## config.mk

```make
export PLATFORM = sky130hd
export DESIGN_NAME = card_deck
export DESIGN_NICKNAME = d
export VERILOG_FILES = /design/src/rtl/card_pkg.sv /design/src/rtl/card_deck_lfsr.sv /design/src/rtl/card_deck.sv
export SDC_FILE = /design/constraint.sdc
export NUM_CORES = 1
export LEC_CHECK = 0
export ABC_AREA = 0
export BUFFER_PORTS_ARGS = -buffer_cell sky130_fd_sc_hd__buf_2
export CORE_MARGIN = 3
export CORE_UTILIZATION = 45
export CTS_CLUSTER_DIAMETER = 200
export DETAILED_ROUTE_END_ITERATION = 10
export PLACE_DENSITY_LB_ADDON = 0.15
export SLEW_MARGIN = 10
export SYNTH_ARGS = -nofsm -noshare
export SYNTH_HDL_FRONTEND = slang
export SYNTH_SLANG_ARGS = --single-unit
```

## constraint.sdc

```tcl
create_clock -name clk -period 5.22 [get_ports clk]
set_input_delay 1.044 -clock clk [delete_from_list [all_inputs] [get_ports clk]]
set_output_delay 1.044 -clock clk [all_outputs]
set_load 0.05 [all_outputs]
```

## src/rtl/card_pkg.sv

```systemverilog
// Shared types and helpers for the card deck: deck geometry, card record,
// draw FSM states and index-to-card decoding.
package card_pkg;

  localparam int unsigned DECK_SIZE = 52;
  localparam int unsigned RANKS     = 13;
  localparam int unsigned SUITS     = 4;

  typedef struct packed {
    logic [3:0] number;
    logic [1:0] symbol;
  } card_t;

  typedef enum logic [1:0] {
    IDLE,
    PICK,
    DONE
  } deck_state_t;

  // Deck index 0..51 -> rank 1..13 and suit 0..3
  function automatic card_t idx_to_card(input logic [5:0] idx);
    card_t c;
    c.number = 4'(idx % 6'(RANKS)) + 4'd1;
    c.symbol = 2'(idx / 6'(RANKS));
    return c;
  endfunction

endpackage

```

## src/rtl/card_deck_lfsr.sv

```systemverilog
// 8-bit Fibonacci LFSR, polynomial x^8+x^6+x^5+x^4+1.
// A zero seed would lock the register, so it is replaced by 8'h01.
module card_lfsr #(
  parameter logic [7:0] SEED = 8'hB7
) (
  input  logic       clk,
  input  logic       rst,
  input  logic       en,
  output logic [7:0] lfsr
);

  localparam logic [7:0] SEED_EFF = (SEED == 8'h00) ? 8'h01 : SEED;

  logic [7:0] lfsr_q;
  logic [7:0] lfsr_d;

  // Shift left, feedback from the tap bits into bit 0
  always_comb begin
    lfsr_d = lfsr_q;
    if (en) begin
      lfsr_d = {lfsr_q[6:0], lfsr_q[7] ^ lfsr_q[5] ^ lfsr_q[4] ^ lfsr_q[3]};
    end
  end

  // LFSR register
  always_ff @(posedge clk or posedge rst) begin
    if (rst) begin
      lfsr_q <= SEED_EFF;
    end else begin
      lfsr_q <= lfsr_d;
    end
  end

  assign lfsr = lfsr_q;

endmodule

```

## src/rtl/card_deck.sv

```systemverilog
// Card deck for the blackjack game FSM: deals one card per request, drawn
// without replacement from 52 cards tracked in a used-card bitmap.
// Build option CARD_DECK_ORDERED_EN: deal in fixed order from a draw counter
// instead of the free-running LFSR.
module card_deck #(
  parameter logic [7:0] LFSR_SEED = 8'hB7
) (
  input  logic       clk,
  input  logic       rst,
  input  logic       req,
  input  logic       shuffle,
  output logic       card_valid,
  output logic [3:0] card_number,
  output logic [1:0] card_symbol,
  output logic       busy,
  output logic       deck_empty,
  output logic [5:0] cards_left
);

  import card_pkg::*;

  deck_state_t state_q, state_d;
  logic [5:0]  idx_q, idx_d;
  logic [51:0] used_q, used_d;
  logic [5:0]  left_q, left_d;
  card_t       card_q, card_d;
  logic [7:0]  lfsr;
  logic [5:0]  cand_idx;
  logic        lfsr_unused;

  card_lfsr #(
    .SEED (LFSR_SEED)
  ) u_lfsr (
    .clk  (clk),
    .rst  (rst),
    .en   (1'b1),
    .lfsr (lfsr)
  );

`ifdef CARD_DECK_ORDERED_EN
  logic [5:0] cnt_q, cnt_d;

  assign cand_idx    = cnt_q;
  assign lfsr_unused = ^lfsr;

  // Draw counter: next sequential index, restarts on shuffle
  always_comb begin
    cnt_d = cnt_q;
    if (shuffle) begin
      cnt_d = '0;
    end else if (state_q == PICK && !used_q[idx_q]) begin
      cnt_d = cnt_q + 6'd1;
    end
  end

  // Draw counter register
  always_ff @(posedge clk or posedge rst) begin
    if (rst) begin
      cnt_q <= '0;
    end else begin
      cnt_q <= cnt_d;
    end
  end
`else
  // Fold 52..63 back into range so every LFSR value maps to a deck slot
  assign cand_idx    = (lfsr[5:0] >= 6'(DECK_SIZE)) ? lfsr[5:0] - 6'(DECK_SIZE) : lfsr[5:0];
  assign lfsr_unused = ^lfsr[7:6];
`endif

  // State register
  always_ff @(posedge clk or posedge rst) begin
    if (rst) begin
      state_q <= IDLE;
    end else begin
      state_q <= state_d;
    end
  end

  // Next-state logic; shuffle forces IDLE from any state
  always_comb begin
    state_d = state_q;
    unique case (state_q)
      IDLE: if (req && left_q != '0) state_d = PICK;
      PICK: if (!used_q[idx_q])      state_d = DONE;
      DONE:                          state_d = IDLE;
      default:                       state_d = IDLE;
    endcase
    if (shuffle) begin
      state_d = IDLE;
    end
  end

  // Deck datapath: latch candidate, linear probe, mark used, register card
  always_comb begin
    idx_d  = idx_q;
    used_d = used_q;
    left_d = left_q;
    card_d = card_q;
    if (shuffle) begin
      used_d = '0;
      left_d = 6'(DECK_SIZE);
    end else begin
      unique case (state_q)
        IDLE: if (req && left_q != '0) idx_d = cand_idx;
        PICK: begin
          if (!used_q[idx_q]) begin
            used_d[idx_q] = 1'b1;
            left_d        = left_q - 6'd1;
            card_d        = idx_to_card(idx_q);
          end else begin
            idx_d = (idx_q == 6'(DECK_SIZE - 1)) ? '0 : idx_q + 6'd1;
          end
        end
        default: ;
      endcase
    end
  end

  // Deck datapath registers
  always_ff @(posedge clk or posedge rst) begin
    if (rst) begin
      idx_q  <= '0;
      used_q <= '0;
      left_q <= 6'(DECK_SIZE);
      card_q <= '0;
    end else begin
      idx_q  <= idx_d;
      used_q <= used_d;
      left_q <= left_d;
      card_q <= card_d;
    end
  end

  // Outputs decoded from state and registered deck data
  always_comb begin
    card_valid  = (state_q == DONE);
    busy        = (state_q != IDLE);
    deck_empty  = (left_q == '0);
    cards_left  = left_q;
    card_number = card_q.number;
    card_symbol = card_q.symbol;
  end

endmodule
```

==> results.md, run 1 <==
* EDFF count, synth at 0
* WL/cell at 17.0 µm
* Post-Place Setup Slack at 0.765 ns
* Post-synth top area share at 0.404
* Row Count at 35
* Total power at 0.00164 W
* Post_cts resized at 0
* Number of global-route vias before repair at 3358
* Critical Path Start Type: register
* Clk pwr share at 0.281
* Reg area at 0.00201 mm²
* Number of hold buffers added after cts at 0
* Post-CTS setup buffer count at 0
* Drt total wl at 10300 µm
* Routability cong. at 0.853
* LEAKAGE at 2.10 nW
* Fill cells at 922
* Reg power frac at 0.409
* Final worst slack at 0.710 ns
* Grt total ovfl at 0
* Syn Nets at 482
* Pwr Density at 344 mW/mm²
* DR iter-0 viols at 210
* Register area share after synthesis at 0.458
* Total number of vias at 3399
* Async SR Flop Fraction at 1.00
* Ports at 19
* Initial Utilization at 0.469
* Area grow syn2layout at 8.63%
* Hold WC Path Type: reg2reg
* Combinational Power Share at 0.310
* DRC violations left at 0
* Period minus WS final at 4.51 ns
* TritonCTS Buffers at 9
* Bufs on Longest Clock Path at 2
* Final hold vios at 0
* Tcrit/Tclk final at 0.864
* Pins Over Slew Limit at 0
* Most area-hungry cell type in the Yosys netlist: dfrtp_1
* Relative slew slack at 0.250
* Net Sw Frac at 0.374
* First-pass GRT wire length at 17500 µm
* Most common cell in the netlist: nor2_1
* Total track usage at 0.198
* Fraction of layout cells with a size suffix above 1 at 0.164
* Setup TNS at 0 ns
* Synthesized area per cell at 9.49 µm²
* Inst Count DP at 588
* Final std cells w/o fill at 604
* FF-to-FF setup slack at 0.71 ns
* Antenna cells at 0
* Crit path capture type: register
* Final setup skew at 0.00791 ns
* HPWL Detailed at 6700 µm
* Pin count of the biggest net entering global routing at 61
* Setup violations, final at 0
* First-pass DRT Iterations at 5
* Primary FF master, synth: dfrtp_1
* Net switching power at 0.000614 W
* # H-tree levels at 3
* Gate Count Post-Synth at 463
* Clk_lat worst skew at 0.35 ns
* CTS tree: done
* Vias per inst at 5.63
* Max-cap violations at 0
* Synth warnings at 0
* Nets at 489
* Port Buf Inserts at 18
* DIE HEIGHT at 105 µm
* Die area at 0.0110 mm²
* Netlist cell types at 63
* Initial antenna violation count at 0
* Outcome: finished clean
* DRT antenna net count at 0
* Clock sinks at 80
* FMAX at 222 MHz
* Pint at 0.00103 W
* WS Path Type: reg2reg
* Worst Max-Slew Pin Slew at 1.13 ns
* Core area at 0.00937 mm²
* Critical Path RT at 5.46 ns
* Commonest cells in the netlist: 73 x nor2_1, 71 x dfrtp_1, 65 x a21oi_1, 19 x clkbuf_1, 19 x nand2_1
* Crit Path Max Fanout at 16
* RSZ-0062 raised after global routing: no
* WP data arrival at 4.75 ns
* DIE WIDTH at 105 µm
* Area contributors post-synth: dfrtp_1 40%, a21oi_1 7.4%, nor2_1 6.2%
* Multi-input gate area at 0.00218 mm²
* Root Buffer Master: clkbuf_8
* Netlist Area Pre-Place at 0.00439 mm²
* Peak supply drop at 0.149 mV
* Yosys reg bits at 80
* Clock transition at the registers of the reported paths at 0.09 ns
## cells by family (layout without fill, tap and decap cells)
family / after synthesis / count (layout) / synth area share
and+or+nand+nor: 162 / 162 / 0.182
xor gates and xnor gates: 14 / 14 / 0.0279
buffers and inverters: 47 / 59 / 0.0453
DFF: 80 / 80 / 0.458
AOI/OAI and AO/OA: 125 / 125 / 0.184
muxes: 20 / 20 / 0.0601
adders and majority gates: 15 / 15 / 0.0427
## flip-flops by register name (all words and copies together), names as in the netlist
register	cells
card_number	4
cards_left	6
u_lfsr.lfsr	8
state_q	2
card_symbol	2
idx_q	6
used_q	52
## layout make-up
cell class	count	share of cell area
Clock buffer	10	0.0267
Clock inverter	6	0.0139
Inverter	15	0.0121
Multi-Input combinational cell	336	0.457
Sequential cell	80	0.422
Tap cell	129	0.0338
Timing Repair Buffer	28	0.0346
## worst paths after layout
check	depth (start not counted)	start	endpoint
min in group asynchronous	2	rst	u_lfsr.lfsr[6]
min reg2reg	0	u_lfsr.lfsr[6]	u_lfsr.lfsr[7]
min	0	u_lfsr.lfsr[6]	u_lfsr.lfsr[7]
max	18	idx_q[3]	card_number[2]
max in group asynchronous	3	rst	used_q[36]
max reg2reg	18	idx_q[3]	card_number[2]
## layer usage
layer | vias to the layer above | global-route usage | wire length (µm)
met5 | - | 0 | 0
met4 | 0 | 0.0619 | 74
met3 | 6 | 0.0401 | 353
met2 | 60 | 0.309 | 4870
met1 | 1704 | 0.279 | 4980
li1 | 1629 | - | -
## worst max-delay path: stages, from the launching register on
cell,delay [ns]
dfrtp_1,0.65
inv_1,0.20
ha_1,0.29
a21boi_4,0.18
o221a_2,0.28
ha_1,0.25
a21boi_0,0.16
o31ai_2,0.39
xnor2_1,0.27
inv_1,0.12
ha_1,0.25
nor2b_1,0.16
nor2_1,0.17
a21oi_4,0.12
xnor2_1,0.16
ha_1,0.23
xnor2_1,0.18
xnor2_1,0.08
mux2_2,0.26
## power groups by stage
stage                     clock, W  combinational [W]  sequential (W)
after global placement           0           0.000511        0.000681
after global routing      0.000503           0.000555        0.000677
final                     0.000461           0.000510        0.000671
after detailed placement         0           0.000508        0.000683
after CTS                 0.000474           0.000510        0.000671
after floorplan                  0           0.000310        0.000754
## cells in the final DEF (no fill, tap or decap), types with 7 or more instances in the layout
master	n
buf_4	10
clkbuf_8	9
ha_1	15
o21ai_0	15
and2_1	7
a21oi_1	65
xnor2_1	10
dfrtp_1	71
a31oi_1	7
dfstp_2	9
nand2_1	19
nor2b_1	8
nor3_1	9
inv_1	11
buf_2	18
and3_1	9
nor2_1	73
mux2i_1	8
## per-stage QoR
stage | utilization | hold WS (ns) | area (µm²)
global placement | 0.489 | 0.334 | 4580
detailed placement | 0.489 | 0.350 | 4580
CTS | 0.509 | 0.364 | 4770
global route | 0.509 | 0.375 | 4770
finish | 0.509 | 0.359 | 4770
floorplan | - | 0.333 | 4390
No activity file was read; power rests on OpenSTA's default activity.
==> run 2: changes to the inputs <==
--- a/config.mk
+++ b/config.mk
@@ -7,6 +7,7 @@
 export LEC_CHECK = 0
 export ABC_AREA = 0
 export BUFFER_PORTS_ARGS = -buffer_cell sky130_fd_sc_hd__buf_2
+export CORE_ASPECT_RATIO = 1.5
 export CORE_MARGIN = 3
 export CORE_UTILIZATION = 45
 export CTS_CLUSTER_DIAMETER = 200
==> run 2 against run 1 <==
Sequential cell count stayed put. Die area is 0.22% higher. Core utilization is 0.68 points higher. Worst setup slack better by 0.013 ns. Global-route usage is 1.4 points higher. First-iteration DRC count is 3.8% lower. Clock power is 28% higher. Cell count is 3.0% lower. Routed wire length is 5.6% higher. Worst hold slack worse by 0.0078 ns. Critical path depth stayed put. Register-to-register slack hardly changed. Largest cell class unchanged.
==> results.md, run 2 (synthesized netlist as in run 1, its figures left out) <==
* Final setup skew at 0.00474 ns
* Clock transition at the registers of the reported paths at 0.06 ns
* Antenna cells at 0
* Inst Count DP at 571
* TritonCTS Buffers at 9
* Initial antenna violation count at 0
* RSZ-0062 raised after global routing: no
* Number of hold buffers added after cts at 0
* Grt total ovfl at 0
* Final hold vios at 0
* Hold endpoint: u_lfsr.lfsr[7]
* Clock sinks at 80
* Drt total wl at 10900 µm
* Top reg by flops: used_q
* FF-to-FF setup slack at 0.72 ns
* Placed inst area at 0.00456 mm²
* Post_cts resized at 0
* Vias per inst at 5.92
* Bufs on Longest Clock Path at 2
* Critical Path RT at 5.44 ns
* Final worst slack at 0.723 ns
* DRT antenna net count at 0
* Setup violations, final at 0
* Die area at 0.0110 mm²
* Fraction of layout cells with a size suffix above 1 at 0.162
* Relative slew slack at 0.343
* DIE WIDTH at 86.7 µm
* Nets at 489
* Ports at 19
* Design Area, Final at 0.00483 mm²
* Most frequent cells in the layout: 73 x nor2_1, 71 x dfrtp_1, 65 x a21oi_1
* Post-CTS setup buffer count at 0
* Most common cell after layout, fill and taps aside: nor2_1
* Post-Place Setup Slack at 0.717 ns
* First-pass DRT Iterations at 5
* Outcome: finished clean
* Critical Path Start Type: register
* Worst Max-Slew Pin Slew at 0.984 ns
* Multi-input gate area at 0.00218 mm²
* Pwr Density at 368 mW/mm²
* Worst Setup SP: idx_q[3]
* Crit path capture type: register
* Pin count of the biggest net entering global routing at 52
* Worst Min Path Start: u_lfsr.lfsr[6]
* Routability cong. at 0.922
* Core area at 0.00936 mm²
* Total track usage at 0.213
* CTS tree: done
* Number of global-route vias before repair at 3533
* Root Buffer Master: clkbuf_16
* R2R cell count at 18
* Period minus WS final at 4.50 ns
* Hold Path Cell Cnt at 0
* HPWL Detailed at 7140 µm
* # H-tree levels at 3
* WL/cell at 18.5 µm
* Max-cap violations at 0
* WS Path Type: reg2reg
* First-pass GRT wire length at 18200 µm
* Total number of vias at 3468
* Clk_lat worst skew at 0.34 ns
* DR iter-0 viols at 202
* Crit Path Max Fanout at 16
* DRC violations left at 0
* Peak supply drop at 0.225 mV
* WP data arrival at 4.72 ns
* Core Util, Final at 0.516
* DIE HEIGHT at 127 µm
* Worst R2R Start: idx_q[3]
* Row Count at 43
* Fill cells at 876
* LEAKAGE at 2.13 nW
* Tcrit/Tclk final at 0.862
* Final std cells w/o fill at 586
* Reg area at 0.00201 mm²
* Area grow syn2layout at 9.97%
* Hold WC Path Type: reg2reg
* Pins Over Slew Limit at 0
* Worst reg2reg endpoint: card_number[2]
* FMAX at 222 MHz
* Port Buf Inserts at 18
* Max reg flops at 52
* Setup TNS at 0 ns
* Initial Utilization at 0.469
-- run 2: cell type report --
class,instances,area share
Multi-Input combinational cell,336,0.451
Sequential cell,80,0.417
Clock buffer,12,0.0531
Timing Repair Buffer,28,0.0342
Tap cell,112,0.0290
Inverter,15,0.0119
Clock inverter,3,0.00363
-- run 2: per-stage QoR --
step	power, W	hold WS [ns]
2_1_floorplan	0.00106	0.333
3_3_place_gp	0.00119	0.335
3_5_place_dp	0.00120	0.338
4_1_cts	0.00179	0.351
5_1_grt	0.00187	0.371
6_report	0.00178	0.351
-- run 2: worst max-delay path by stage --
stage                                 to  slack, ns  cells past startpoint
after CTS                 card_number[2]       0.70                     18
after global routing      card_number[2]       0.30                     18
after global placement    card_number[2]       0.95                     18
after detailed placement  card_number[2]       0.72                     18
after floorplan           card_number[2]       0.96                     20
final                     card_number[2]       0.72                     18
-- run 2: report_power, final --
part	internal (W)	switching [W]	total (W)
Sequential	0.000653	0.0000197	0.000672
Combinational	0.000153	0.000361	0.000514
Clock	0.000344	0.000247	0.000591
Total	0.00115	0.000628	0.00178
-- run 2: metal layers --
layer / part of all wire / wire, µm / vias up / global-route usage
li1: - / - / 1641 / -
met1: 0.43 / 4690 / 1732 / 0.269
met2: 0.51 / 5590 / 80 / 0.358
met3: 0.037 / 400 / 15 / 0.0452
met4: 0.017 / 188 / 0 / 0.0725
met5: 0 / 0 / - / 0
-- run 2: worst max-delay path: stages (launching register included) --
cell	delay, ns
dfrtp_1	0.64
inv_1	0.21
ha_1	0.30
a21boi_4	0.18
o221a_2	0.28
ha_1	0.25
a21boi_0	0.16
o31ai_2	0.37
xnor2_1	0.27
inv_1	0.12
ha_1	0.25
nor2b_1	0.16
nor2_1	0.17
a21oi_4	0.12
xnor2_1	0.16
ha_1	0.23
xnor2_1	0.13
xnor2_1	0.13
mux2_2	0.26
